<file path="config.mk">
export PLATFORM = sky130hd
export DESIGN_NAME = be_step_pulse
export DESIGN_NICKNAME = d
export VERILOG_FILES = /design/src/rtl/be_step_pulse.sv
export SDC_FILE = /design/constraint.sdc
export NUM_CORES = 1
export LEC_CHECK = 0
export CAP_MARGIN = 20
export CORE_ASPECT_RATIO = 0.5
export CORE_MARGIN = 2
export CORE_UTILIZATION = 55
export CTS_CLUSTER_SIZE = 30
export DETAILED_ROUTE_END_ITERATION = 7
export PLACE_DENSITY = 0.7
export SETUP_SLACK_MARGIN = 0.5
export SLEW_MARGIN = 10
export SYNTH_ARGS = -nofsm -noshare
export SYNTH_HDL_FRONTEND = slang
export SYNTH_SLANG_ARGS = --single-unit
</file>
<file path="constraint.sdc">
create_clock -name iCLK -period 4.4 [get_ports iCLK]
set_clock_uncertainty 0.2 [all_clocks]
set_input_delay 0.44 -clock iCLK [delete_from_list [all_inputs] [get_ports iCLK]]
set_output_delay 0.44 -clock iCLK [all_outputs]
set_load 0.005 [all_outputs]
</file>
<file path="src/rtl/be_step_pulse.sv">
// Debounced single-step clock pulse generator: synchronizes and debounces a step
// button and a mode switch, then issues one fixed-width pulse per accepted press.
module be_step_pulse #(
  parameter int DEBOUNCE_CYCLES = 1000000,
  parameter int PULSE_CYCLES    = 1
) (
  input  logic       iCLK,
  input  logic       RST,
  input  logic       BTN_STEP,
  input  logic       SW_SELECT,
  output logic       CLK_STEP,
  output logic       CLK_SELECT,
  output logic [7:0] STEP_COUNT
);

  // state | meaning
  // IDLE  | button released, waiting for an accepted press
  // PULSE | driving CLK_STEP high, pulse_cnt counts down the remaining width
  // HELD  | press consumed, waiting for an accepted release
  typedef enum logic [1:0] {IDLE, PULSE, HELD} state_t;

  localparam logic [23:0] DB_TC = 24'(DEBOUNCE_CYCLES);
  localparam logic [7:0]  PW_TC = 8'(PULSE_CYCLES - 1);

  logic [1:0]  btn_sync, sw_sync;
  logic [23:0] btn_cnt, sw_cnt;
  logic        btn_acc, sw_acc;
  state_t      state_q, state_d;
  logic [7:0]  pulse_cnt_q, pulse_cnt_d;
  logic [7:0]  count_q;
  logic        step_q;
  logic        start;

  // Button idles high (released), switch idles low (continuous mode).
  always_ff @(posedge iCLK or posedge RST) begin
    if (RST) begin
      btn_sync <= 2'b11;
      sw_sync  <= 2'b00;
    end else begin
      btn_sync <= {btn_sync[0], BTN_STEP};
      sw_sync  <= {sw_sync[0], SW_SELECT};
    end
  end

  always_ff @(posedge iCLK or posedge RST) begin
    if (RST) begin
      btn_cnt <= '0;
      btn_acc <= 1'b1;
    end else if (btn_sync[1] == btn_acc) begin
      btn_cnt <= '0;
    end else if (btn_cnt == DB_TC) begin
      btn_acc <= btn_sync[1];
      btn_cnt <= '0;
    end else begin
      btn_cnt <= btn_cnt + 24'd1;
    end
  end

  always_ff @(posedge iCLK or posedge RST) begin
    if (RST) begin
      sw_cnt <= '0;
      sw_acc <= 1'b0;
    end else if (sw_sync[1] == sw_acc) begin
      sw_cnt <= '0;
    end else if (sw_cnt == DB_TC) begin
      sw_acc <= sw_sync[1];
      sw_cnt <= '0;
    end else begin
      sw_cnt <= sw_cnt + 24'd1;
    end
  end

  always_comb begin
    state_d     = state_q;
    pulse_cnt_d = pulse_cnt_q;
    start       = 1'b0;
    case (state_q)
      IDLE: begin
        if (!btn_acc) begin
          if (sw_acc) begin
            state_d     = PULSE;
            pulse_cnt_d = PW_TC;
            start       = 1'b1;
          end else begin
            state_d = HELD;
          end
        end
      end
      // Mode and button changes are ignored until the full width has been driven.
      PULSE: begin
        if (pulse_cnt_q == 8'd0) state_d = btn_acc ? IDLE : HELD;
        else                     pulse_cnt_d = pulse_cnt_q - 8'd1;
      end
      HELD: begin
        if (btn_acc) state_d = IDLE;
      end
      default: state_d = IDLE;
    endcase
  end

  always_ff @(posedge iCLK or posedge RST) begin
    if (RST) begin
      state_q     <= IDLE;
      pulse_cnt_q <= '0;
      count_q     <= '0;
      step_q      <= 1'b0;
    end else begin
      state_q     <= state_d;
      pulse_cnt_q <= pulse_cnt_d;
      count_q     <= count_q + {7'd0, start};
      step_q      <= (state_d == PULSE);
    end
  end

  assign CLK_STEP   = step_q;
  assign CLK_SELECT = sw_acc;
  assign STEP_COUNT = count_q;

endmodule

</file>
==> results.md <==
* Pint at 0.00113 W
* Hold Vio Cnt, Final at 0
* Synthesized area at roughly 3500 µm²
* Leak Pwr at 1.68 nW
* Syn Inst Count at roughly 340
* Comb power frac at under 10%
* Vias/cell at 5.75
* Flops & latches, synth at 73
* Final Instance Area at approximately 4000 µm²
* Post-Synth XOR/XNOR Area at 9.54%
* Synth Area in Adders at 2.51%
* Max stage delay cell, worst path: nor3_1
* # setup viols final at 0
* Via count at roughly 2600
* Synth Area in Compound Gates at 7.78%
* Most used cell, CP: ha_1
* Worst-path fanout max at 10
* Count leader, synth: dfrtp_1
* Synth unique cells at 37
* Gpl congestion at around 0.8
* Share of layout cells above drive strength 1 at 7.40%
* Area growth, synth to finish at 15.2%
* Synth Area in Simple Gates at 24.3%
* I/O pin cnt at 14
* Fin crit period at 2.49 ns
* Port buffer count at 13
* Filler Cells Inserted at 507
* H-tree lvl count at 3
* Tcrit/Tclk final at 56.5%
* Core Region at 6110 µm²
* GR peak layer: met2
* Area share of the largest cell type after synthesis at 50.2%
* Number of DRC markers in iteration 0 at 107
* Relative slew slack at between 30% and 40%
* Worst Path Required at ~4.5 ns
* GRT met2 Usage at 37.5%
* Clock insertion delay at the later pin of the skew report at ~0.33 ns
* Syn Nets at 354
* Vias in the first global route at 2528
* Tot GR Track Use at between 20% and 30%
* Outcome: finished clean
* Cts hold-fix bufs at 0
* Post-synthesis mux area share at 0.932%
* Rows at 20
* GRT met1 Usage at 24.6%
* Cell taking the most area after synthesis: dfrtp_1
* Reg area at 1830 µm²
* Wirelength per Cell at 14.2 µm
* CTS Buf Count at 9
* Sw frac at 21.0%
* Max-slew violations at 0
* Die height at approximately 60 µm
* Avg Cell Area, Syn at 10.2 µm²
* Post-synth EDFFs at 0
* Worst vdd ir at 0.247 mV
* Non-filler cells, final at 453
* DRT antenna net count at 0
* Critical Path Sink Type: flip-flop
* Pre-Repair DR Iteration Count at 4
* Actual slew at the worst max-slew pin at 0.910 ns
* Critical-path cell list: nand2b_1 > nor3_1 > ha_1 > ha_1 > nand3_1 > nor2_1 > xor2_1
* Largest family of logic cells by synthesized area: simple AND/OR/NAND/NOR gates
* Root Buffer: clkbuf_16
* First-pass GRT wire length at 11200 µm
* Kind of critical path: reg2reg
* Dpl hpwl at around 4400 µm
* Initial Util at 57.2%
* Multi-input logic area at 1570 µm²
* Largest net degree at the start of global routing at 50
* Buf/Inv on CP at 0
* Reg power frac at 48.0%
* Maximum clock rate at between 0.4 and 0.5 GHz
* Startpoint Class: flip-flop
* Commonest cells in the synthesized netlist: 70 x dfrtp_1, 41 x nor2_1, 25 x xor2_1
* Grt met3 use at between 7 and 8%
* R2R cell count at 7
* Worst Setup SP: state_q[1]$_DFF_PP0_
* Cell family with most CP delay: simple AND/OR/NAND/NOR gates
* Chip width at 117 µm
* Max Root-Sink Buffers at 2
* Arr. time, crit path at ~2.5 ns
* Final Power at around 0.0014 W
* Yosys Warn Count at 0
* Post-cts sizing count at 0
* Slowest stage delay, CP at 0.70 ns
* Min-Delay Path Class: reg2reg
* Antenna violations before repair at 0
* Setup TNS at 0 ns
* Hold Path Stages at 0
* Fin nets at 371
* Placed Instance Area at 3710 µm²
* Clk pwr share at 49.1%
* Final global-route overflow total at 0
* CTS tree: done
* Async SR Flop Fraction at 100%
* Reg2reg setup slack at 1.91 ns
* Stages on worst setup path at 7
* P per Cell Area at between 300 and 400 nW/µm²
* Die area at 7040 µm²
* P_sw at 0.000299 W
* Area contributors post-synth: dfrtp_1 50%, xor2_1 6.3%, nor2_1 4.4%, xnor2_1 3.3%, nand4_1 3.2%
* WL final at 6440 µm
* Post-synth top flop: dfrtp_1
* Post-CTS setup buffers at 0
* Clock tree sinks at 73
* Drt drc at 0
* R2R Path End: STEP_COUNT[6]$_DFF_PP0_
* RSZ-0062 raised after global routing: false
* Worst r2r src: state_q[1]$_DFF_PP0_
* Crit path capture: STEP_COUNT[6]$_DFF_PP0_
* # diodes at 0
* Dpl cells at approximately 440
* Seq/Total Area, Yosys at 52.5%
* Max-cap violation count at 0
* Clk slew on worst S/H paths at 0.06 ns
[kinds of logic (layout without fill, tap and decap cells)]
kind of cell | Yosys count | in the layout
mux | 3 | 3
buf+inv | 23 | 45
compound gates | 46 | 46
fa+ha+maj | 7 | 7
simple gates | 153 | 153
flops | 73 | 73
xor+xnor | 38 | 38
[cell usage in the layout (no fill, tap or decap), types with 2 or more instances in the layout]
cell type,n
mux2_2,2
clkinvlp_4,2
dfstp_2,3
xor2_1,25
nor4b_1,2
ha_1,7
o21ai_0,12
xnor2_1,13
or2_2,2
nor4_1,7
nand4_1,18
a21boi_0,2
nand3_1,22
clkdlybuf4s50_1,13
o31ai_1,8
or3_1,11
clkbuf_16,9
nor2_1,41
and3_1,3
and4_1,10
nor3_1,2
clkinv_2,3
or4_1,9
a21oi_1,19
nand2_1,15
nor3b_1,3
or4b_1,2
inv_1,11
buf_4,3
dfrtp_1,70
nor4bb_1,2
[registers in the layout (all words and copies together), names as in the netlist]
signal	flops
btn_cnt	24
sw_cnt	24
STEP_COUNT	8
pulse_cnt_q	8
btn_sync	2
state_q	2
sw_sync	2
CLK_SELECT	1
CLK_STEP	1
btn_acc	1
[area by class of cell]
cell class,instances,area share (%)
Sequential cell,73,45.5
Multi-Input combinational cell,247,39.1
Clock buffer,10,5.70
Timing Repair Buffer,17,4.30
Tap cell,88,2.74
Clock inverter,6,1.49
Inverter,12,1.12
[routing by layer]
layer,part of all wire (%),wire (µm)
met1,46,2940
met2,50,3230
met3,3.0,190
met4,1.2,78
met5,0,0
[per-stage QoR]
step | utilization (%) | hold WS, ns | setup WS, ns
3_3_place_gp | 60.8 | 0.140 | 1.95
4_1_cts | 65.5 | 0.156 | 1.87
2_1_floorplan | - | 0.131 | 1.91
3_5_place_dp | 60.8 | 0.144 | 1.92
6_report | 65.8 | 0.153 | 1.91
5_1_grt | 65.8 | 0.161 | 1.66
[worst min-delay path by stage]
stage / to / slack, ns / from
floorplan: sw_sync[1]$_DFF_PP0_ / 0.13 / sw_sync[0]$_DFF_PP0_
global placement: sw_sync[1]$_DFF_PP0_ / 0.14 / sw_sync[0]$_DFF_PP0_
detailed placement: sw_sync[1]$_DFF_PP0_ / 0.14 / sw_sync[0]$_DFF_PP0_
CTS: sw_sync[1]$_DFF_PP0_ / 0.16 / sw_sync[0]$_DFF_PP0_
global route: sw_sync[1]$_DFF_PP0_ / 0.16 / sw_sync[0]$_DFF_PP0_
finish: sw_sync[1]$_DFF_PP0_ / 0.15 / sw_sync[0]$_DFF_PP0_
[power by group through the flow]
stage / Clock, W / Sequential (W) / Combinational, W
final: 0.000701 / 0.000685 / 0.0000410
after global routing: 0.000746 / 0.000686 / 0.0000479
after CTS: 0.000720 / 0.000685 / 0.0000409
after detailed placement: 0 / 0.000697 / 0.0000407
after global placement: 0 / 0.000697 / 0.0000394
after floorplan: 0 / 0.000696 / 0.0000279
(Power assumes the default switching activity.)
